`src/rtl/ecc_result_serializer.sv`:
```
// Captures five result bytes on load and streams them over a byte-wide valid/ready link, c0 first.
// Optional build macro ECC_SER_CKSUM_EN appends an XOR checksum byte as the final byte of each frame.
module ecc_result_serializer #(
    parameter int DATA_W = 8
) (
    input  logic              clk,
    input  logic              reset,
    input  logic              load,
    input  logic [DATA_W-1:0] c0,
    input  logic [DATA_W-1:0] c1,
    input  logic [DATA_W-1:0] c2,
    input  logic [DATA_W-1:0] c3,
    input  logic [DATA_W-1:0] c4,
    output logic [DATA_W-1:0] out_data,
    output logic              out_valid,
    input  logic              out_ready,
    output logic              out_last,
    output logic              busy,
    output logic              done
);

`ifdef ECC_SER_CKSUM_EN
    typedef enum logic [1:0] {S_IDLE, S_SEND, S_CKSUM} state_t;
`else
    typedef enum logic [1:0] {S_IDLE, S_SEND} state_t;
`endif

    state_t            r_state;
    logic [2:0]        r_idx;
    logic [DATA_W-1:0] r_hold [5];
    logic [DATA_W-1:0] r_out_data;
    logic              r_out_valid;
    logic              r_out_last;
    logic              r_busy;
    logic              r_done;

    state_t            w_state_nxt;
    logic [2:0]        w_idx_nxt;
    logic              w_capture;
    logic              w_done_nxt;
    logic              w_xfer;
    logic [DATA_W-1:0] w_data_nxt;
    logic              w_valid_nxt;
    logic              w_last_nxt;
`ifdef ECC_SER_CKSUM_EN
    logic [DATA_W-1:0] w_cksum;

    assign w_cksum = r_hold[0] ^ r_hold[1] ^ r_hold[2] ^ r_hold[3] ^ r_hold[4];
`endif

    assign w_xfer = r_out_valid & out_ready;

    // Next-state logic plus the values the output registers take on the coming edge.
    always_comb begin
        w_state_nxt = r_state;
        w_idx_nxt   = r_idx;
        w_capture   = 1'b0;
        w_done_nxt  = 1'b0;
        w_data_nxt  = '0;
        w_valid_nxt = 1'b0;
        w_last_nxt  = 1'b0;

        case (r_state)
            S_IDLE: begin
                if (load) begin
                    w_capture   = 1'b1;
                    w_idx_nxt   = 3'd0;
                    w_state_nxt = S_SEND;
                end
            end
            S_SEND: begin
                if (w_xfer) begin
                    if (r_idx == 3'd4) begin
`ifdef ECC_SER_CKSUM_EN
                        w_state_nxt = S_CKSUM;
`else
                        w_state_nxt = S_IDLE;
                        w_done_nxt  = 1'b1;
`endif
                    end else begin
                        w_idx_nxt = r_idx + 3'd1;
                    end
                end
            end
`ifdef ECC_SER_CKSUM_EN
            S_CKSUM: begin
                if (w_xfer) begin
                    w_state_nxt = S_IDLE;
                    w_done_nxt  = 1'b1;
                end
            end
`endif
            default: w_state_nxt = S_IDLE;
        endcase

        // The holding register is not yet written on the capture edge, so c0 is taken directly.
        case (w_state_nxt)
            S_SEND: begin
                w_valid_nxt = 1'b1;
                w_data_nxt  = w_capture ? c0 : r_hold[w_idx_nxt];
`ifndef ECC_SER_CKSUM_EN
                w_last_nxt  = (w_idx_nxt == 3'd4);
`endif
            end
`ifdef ECC_SER_CKSUM_EN
            S_CKSUM: begin
                w_valid_nxt = 1'b1;
                w_data_nxt  = w_cksum;
                w_last_nxt  = 1'b1;
            end
`endif
            default: ;
        endcase
    end

    always_ff @(posedge clk) begin
        if (!reset) begin
            r_state     <= S_IDLE;
            r_idx       <= 3'd0;
            r_out_data  <= '0;
            r_out_valid <= 1'b0;
            r_out_last  <= 1'b0;
            r_busy      <= 1'b0;
            r_done      <= 1'b0;
            for (int i = 0; i < 5; i++) r_hold[i] <= '0;
        end else begin
            r_state     <= w_state_nxt;
            r_idx       <= w_idx_nxt;
            r_out_data  <= w_data_nxt;
            r_out_valid <= w_valid_nxt;
            r_out_last  <= w_last_nxt;
            r_busy      <= (w_state_nxt != S_IDLE);
            r_done      <= w_done_nxt;
            if (w_capture) begin
                r_hold[0] <= c0;
                r_hold[1] <= c1;
                r_hold[2] <= c2;
                r_hold[3] <= c3;
                r_hold[4] <= c4;
            end
        end
    end

    assign out_data  = r_out_data;
    assign out_valid = r_out_valid;
    assign out_last  = r_out_last;
    assign busy      = r_busy;
    assign done      = r_done;

endmodule

```
`config.mk`:
```
export PLATFORM = sky130hd
export DESIGN_NAME = ecc_result_serializer
export DESIGN_NICKNAME = d
export VERILOG_FILES = /design/src/rtl/ecc_result_serializer.sv
export SDC_FILE = /design/constraint.sdc
export NUM_CORES = 1
export LEC_CHECK = 0
export CAP_MARGIN = 20
export CORE_ASPECT_RATIO = 1.75
export CORE_MARGIN = 2
export CORE_UTILIZATION = 54
export DETAILED_ROUTE_END_ITERATION = 12
export GPL_TIMING_DRIVEN = 1
export PLACE_DENSITY = 0.95
export SETUP_SLACK_MARGIN = 0.2
export SLEW_MARGIN = 5
export SYNTH_ARGS = -nofsm -noshare
export SYNTH_HDL_FRONTEND = slang
export SYNTH_SLANG_ARGS = --single-unit
```
`constraint.sdc`:
```
create_clock -name clk -period 4.67 [get_ports clk]
set_clock_uncertainty 0.05 [all_clocks]
set_input_delay 0.467 -clock clk [delete_from_list [all_inputs] [get_ports clk]]
set_output_delay 0.467 -clock clk [all_outputs]
set_load 0.02 [all_outputs]
```
Word level (Yosys, flattened, before mapping)

Memory sizes are Yosys's and may differ from the RTL's. A register that Yosys moved wholly into a read port is not among the register bits.
Cells that the tools add are included.

RAM bits: 40
Word-level logic and storage cells: 44
Memories: 1
Register bits: 9
Output and inout port bits: 12
Bits of input ports: 44

Eq/ne operators: 4
Reduce and logical (&&, ||, !) cells: 5
Bitwise gates (word level): 6
Muxes and demuxes: 21
Add/sub/neg operators: 1

Memory list:

| memory | words | bits a word | read ports | clocked after Yosys merged registers in | write ports | line | source |
|---|---|---|---|---|---|---|---|
| r_hold | 5     | 8           | 1          | 1                                       | 5           | 30   | `logic [DATA_W-1:0] r_hold [5];` |

Operators with widths:

| cell                                                             | number |
|---|---|
| 8-bit 2-to-1 mux                                                 | 5 |
| 3-bit 2-to-1 mux                                                 | 3 |
| 1-bit 2-to-1 mux                                                 | 8 |
| 3-bit == test (second input constant)                            | 2 |
| 2-bit 2-to-1 mux                                                 | 3 |
| 3-bit case mux with 2 select lines                               | 1 |
| 1-bit bitwise OR                                                 | 5 |
| 2-bit by 1-bit == test with 1-bit output (second input constant) | 2 |
| 2-bit case mux with 2 select lines                               | 1 |
| 3-bit by 1-bit adder with 3-bit output (second input constant)   | 1 |
| 3-bit AND reduction                                              | 1 |
| 2-bit logical NOT                                                | 1 |
| 2-bit AND reduction                                              | 1 |
| 2-bit nonzero test                                               | 1 |
| 1-bit bitwise AND                                                | 1 |
| 1-bit logical NOT                                                | 1 |

Logic depth before layout (Yosys ltp)

Depth in word-level cells: 7
Gate-level depth with buffers: 10

Worst setup path before layout

OpenSTA, ideal clock, no wires.

Path kind: input-to-reg
Start: in load
End: reg r_out_data[4] (netlist: out_data[4]), read port of r_hold
Setup time: 0.116 ns
Stages: 7
Path buffers: 1
Slack: 1.647 ns
Data required time: 4.504 ns
Arrival time: 2.858 ns
Cell sequence: or3b_1 > buf_2 > nand2_1 > or2_2 > mux4_2 > mux2_2 > and3_1

Longest elaborated chain between the ends: 5

RTL lines:

| item                                     | line | source |
|---|---|---|
| start, declared                          | 8    | `input logic load,` |
| 2-bit 2-to-1 mux                         | 65   | `if (load) begin` |
| 2-bit case mux with 2 select lines       | 63   | `case (r_state)` |
| 2-bit by 1-bit == test with 1-bit output | 97   | `case (w_state_nxt)` |
| 2-bit AND reduction (no line)            | --   |  |
| 1-bit logical NOT (no line)              | --   |  |
| end, declared                            | 31   | `logic [DATA_W-1:0] r_out_data;` |

Parallel ways exist; a longest one is shown, timed or not.
A chain may end at the register's enable or synchronous reset.

Final worst setup path

Start: reg r_idx[0]
End: reg r_out_data[4] (netlist: out_data[4]), read port of r_hold

Longest elaborated chain between the ends: 7

RTL lines:

| item                                     | line | source |
|---|---|---|
| start, declared                          | 29   | `logic [2:0] r_idx;` |
| start signal, assigned                   | 128  | `r_idx <= w_idx_nxt;` |
| 3-bit == test                            | 73   | `if (r_idx == 3'd4) begin` |
| 2-bit 2-to-1 mux                         | 73   |  |
| 2-bit 2-to-1 mux                         | 72   | `if (w_xfer) begin` |
| 2-bit case mux with 2 select lines       | 63   |  |
| 2-bit by 1-bit == test with 1-bit output | 97   |  |
| 2-bit AND reduction (no line)            | --   |  |
| 1-bit logical NOT (no line)              | --   |  |

Parallel ways exist; a longest one is shown, timed or not.

==> out/metrics.csv <==
metric,value,unit
arrival,2.96,ns
grt_pass1_vias,1684,
drv_cap,0,
synth_nets,238,
vias,1663,
finalWirelength,4556,um
r2r_cells,8,
worst_pin_slew,0.7710,ns
antenna_cells,0,
die_y,93.96,um
ys.flop_type,edfxtp_1,
finalCritPeriodShare,59.40,%
syn_area_per_cell,13.01,um2
yosysSeqAreaShare,61.72,%
cts-buffers-inserted,9,
core_area,4444,um2
crit_fanout,8,
post_cts_buffers,0,
p_seq_share,56.0,%
cts_resized,0,
final_common_cell,clkdlybuf4s50_1,
ys_seq_elements,57,
drc,0,
syn_inst,192,
layout_common_cells,"clkdlybuf4s50_1, and2_1, edfxtp_1",
powerDensity,320.8,nW/um2
ant_nets,0,
r2r_start,r_idx[0]$_SDFF_PN0_,
grt_use_total,19.99,%
slew_headroom,48.60,%
drive_gt1_share,11.81,%
fillers,297,
synth_async_sr_flop_share,0,%
regArea,1541,um2
area_growth,29.11,%
mappedNetlistArea,2497,um2
post_drt_wl_per_cell,14.94,um
status,finished clean,
cts.sinks,57,
rows,32,
root_buffer,clkbuf_8,
finalPower,1034,uW
die_area,5206,um2
grt_pass1_wl,7603,um
tns,0,ns
utilization,72.55,%
place_congestion,0.8301,
cts_max_level,3,
antenna_found_initial,0,
rsz0062_at_grt,no,
crit_path_end_kind,flop,
clkLatencyLatePin,0.33,ns
power.share.combinational,8.5,%
p_int,811.7,uW
hold_depth,2,
drt_iter0_drc,53,
path_class,reg -> reg,
avgViaCountPerCell,5.452,
drv_slew,0,
clockPowerShare,35.6,%
final_nets,295,
yosysWarnings,0,
critPathLaunch,r_idx[0]$_SDFF_PN0_,
ctsHoldBuffers,0,
place.port_buffers,55,
start_kind,flop,
synth_enable_flop_cells,40,
dr.pass1.iters,4,
stdcell_count,305,
sw_frac_of_total,21.52,%
p_leak,0.001224,uW
io_pins,56,
finalSetupViolCount,0,
setup_ws,1.896,ns
power_switching,222.6,uW
ir_drop,290.7,uV
hp-class,reg -> reg,
max-clock-path-buffers,2,
hold_viol_final,0,
die_w,55.41,um
layout_min_cycle_time,2.774,ns
tritoncts,built,
required,4.85,ns
multi_input_area,883.3,um2
fmax,360.5,MHz
hpwl,3249,um
clkSlewWorstSetupHoldPaths,0.06,ns
grt_max_degree,43,
synthDistinctLibCells,43,
grt.overflow.total,0,
start_util,56.19,%
hold_start,r_hold[4][2]$_DFFE_PP_,
placedCellCount,289,
place_ws,1.553,ns
==> path summary, 6_finish.rpt <==
check	slack, ns	to
setup reg to reg	1.90	out_data[4]$_SDFF_PN0_
hold / removal	0.41	out_data[2]$_SDFF_PN0_
hold reg to reg	0.41	out_data[2]$_SDFF_PN0_
setup / recovery	1.90	out_data[4]$_SDFF_PN0_
==> per-layer routing <==
layer  vias up  part of all wire [%]  GRT usage [%]  routed length (um)
li1        805                     -              -                   -
met4         0                   5.8          19.11                 263
met5         -                     0              0                   0
met1       756                    35          21.21                1595
met2        78                    54          33.23                2474
met3        24                   4.9          2.893                 222
==> kinds of logic after synthesis <==
family / after synthesis / share of synthesized area (%)
AOI/OAI and AO/OA: 26 / 8.166
adders and majority gates: 2 / 1.002
buffers and inverters: 15 / 3.106
DFF: 57 / 61.72
muxes: 12 / 7.966
other: 1 / 0.1502
and+or+nand+nor: 79 / 17.89
==> power groups by stage <==
stage	Sequential (uW)	Combinational [uW]	Clock, uW
2_1_floorplan	589	35.3	0
3_3_place_gp	588	84.9	0
3_5_place_dp	589	87.5	0
4_1_cts	579	88.0	375
5_1_grt	581	95.7	396
6_report	579	87.5	368
==> synthesized netlist by cell type (2+ instances only) <==
cell | n | share of area, %
a211oi_1 | 2 | 0.60
a21oi_1 | 2 | 0.40
a22o_1 | 2 | 0.70
a31oi_1 | 7 | 1.8
and2_1 | 40 | 10
and3_1 | 2 | 0.50
buf_2 | 2 | 0.40
buf_6 | 2 | 0.90
clkbuf_1 | 6 | 0.90
dfxtp_1 | 17 | 14
edfxtp_1 | 40 | 48
ha_1 | 2 | 1.0
inv_1 | 4 | 0.60
mux2_2 | 2 | 0.90
mux2i_1 | 3 | 1.2
mux4_2 | 5 | 4.5
nand2_1 | 16 | 2.4
nand2b_1 | 2 | 0.50
nand3_1 | 4 | 0.80
nor2_1 | 5 | 0.75
nor3b_1 | 2 | 0.60
o21ai_0 | 3 | 0.60
o31ai_1 | 2 | 0.60
==> flip-flops by register name (all words and copies together), names as in the netlist <==
signal and count:
r_idx 3, r_state 2, r_hold 40, out_last 1
done 1, out_data 8, busy 1, out_valid 1
==> per-stage QoR <==
step / cell area, um2 / hold WS, ns
after floorplan: 2497 / 0.3791
after global placement: 3069 / 0.3922
after detailed placement: 3069 / 0.4057
after CTS: 3224 / 0.4127
after global routing: 3224 / 0.4467
final: 3224 / 0.4072
==> layout make-up <==
| class | instances | area share [%] |
|---|---|---|
| inverter | 4 | 0.4657 |
| tap | 51 | 1.979 |
| multi-input combinational | 120 | 27.40 |
| clock buffer | 12 | 4.191 |
| timing repair buffer | 57 | 17.54 |
| sequential | 57 | 47.81 |
| clock inverter | 4 | 0.6209 |
==> critical path, cell delays in order, from the launching register on <==
cell      delay [ns]
dfxtp_1         0.44
inv_1           0.08
ha_1            0.22
and2_0          0.26
o211ai_1        0.31
o311a_1         0.52
mux4_2          0.36
mux2_2          0.27
and3_1          0.16
(Power assumes the default switching activity.)
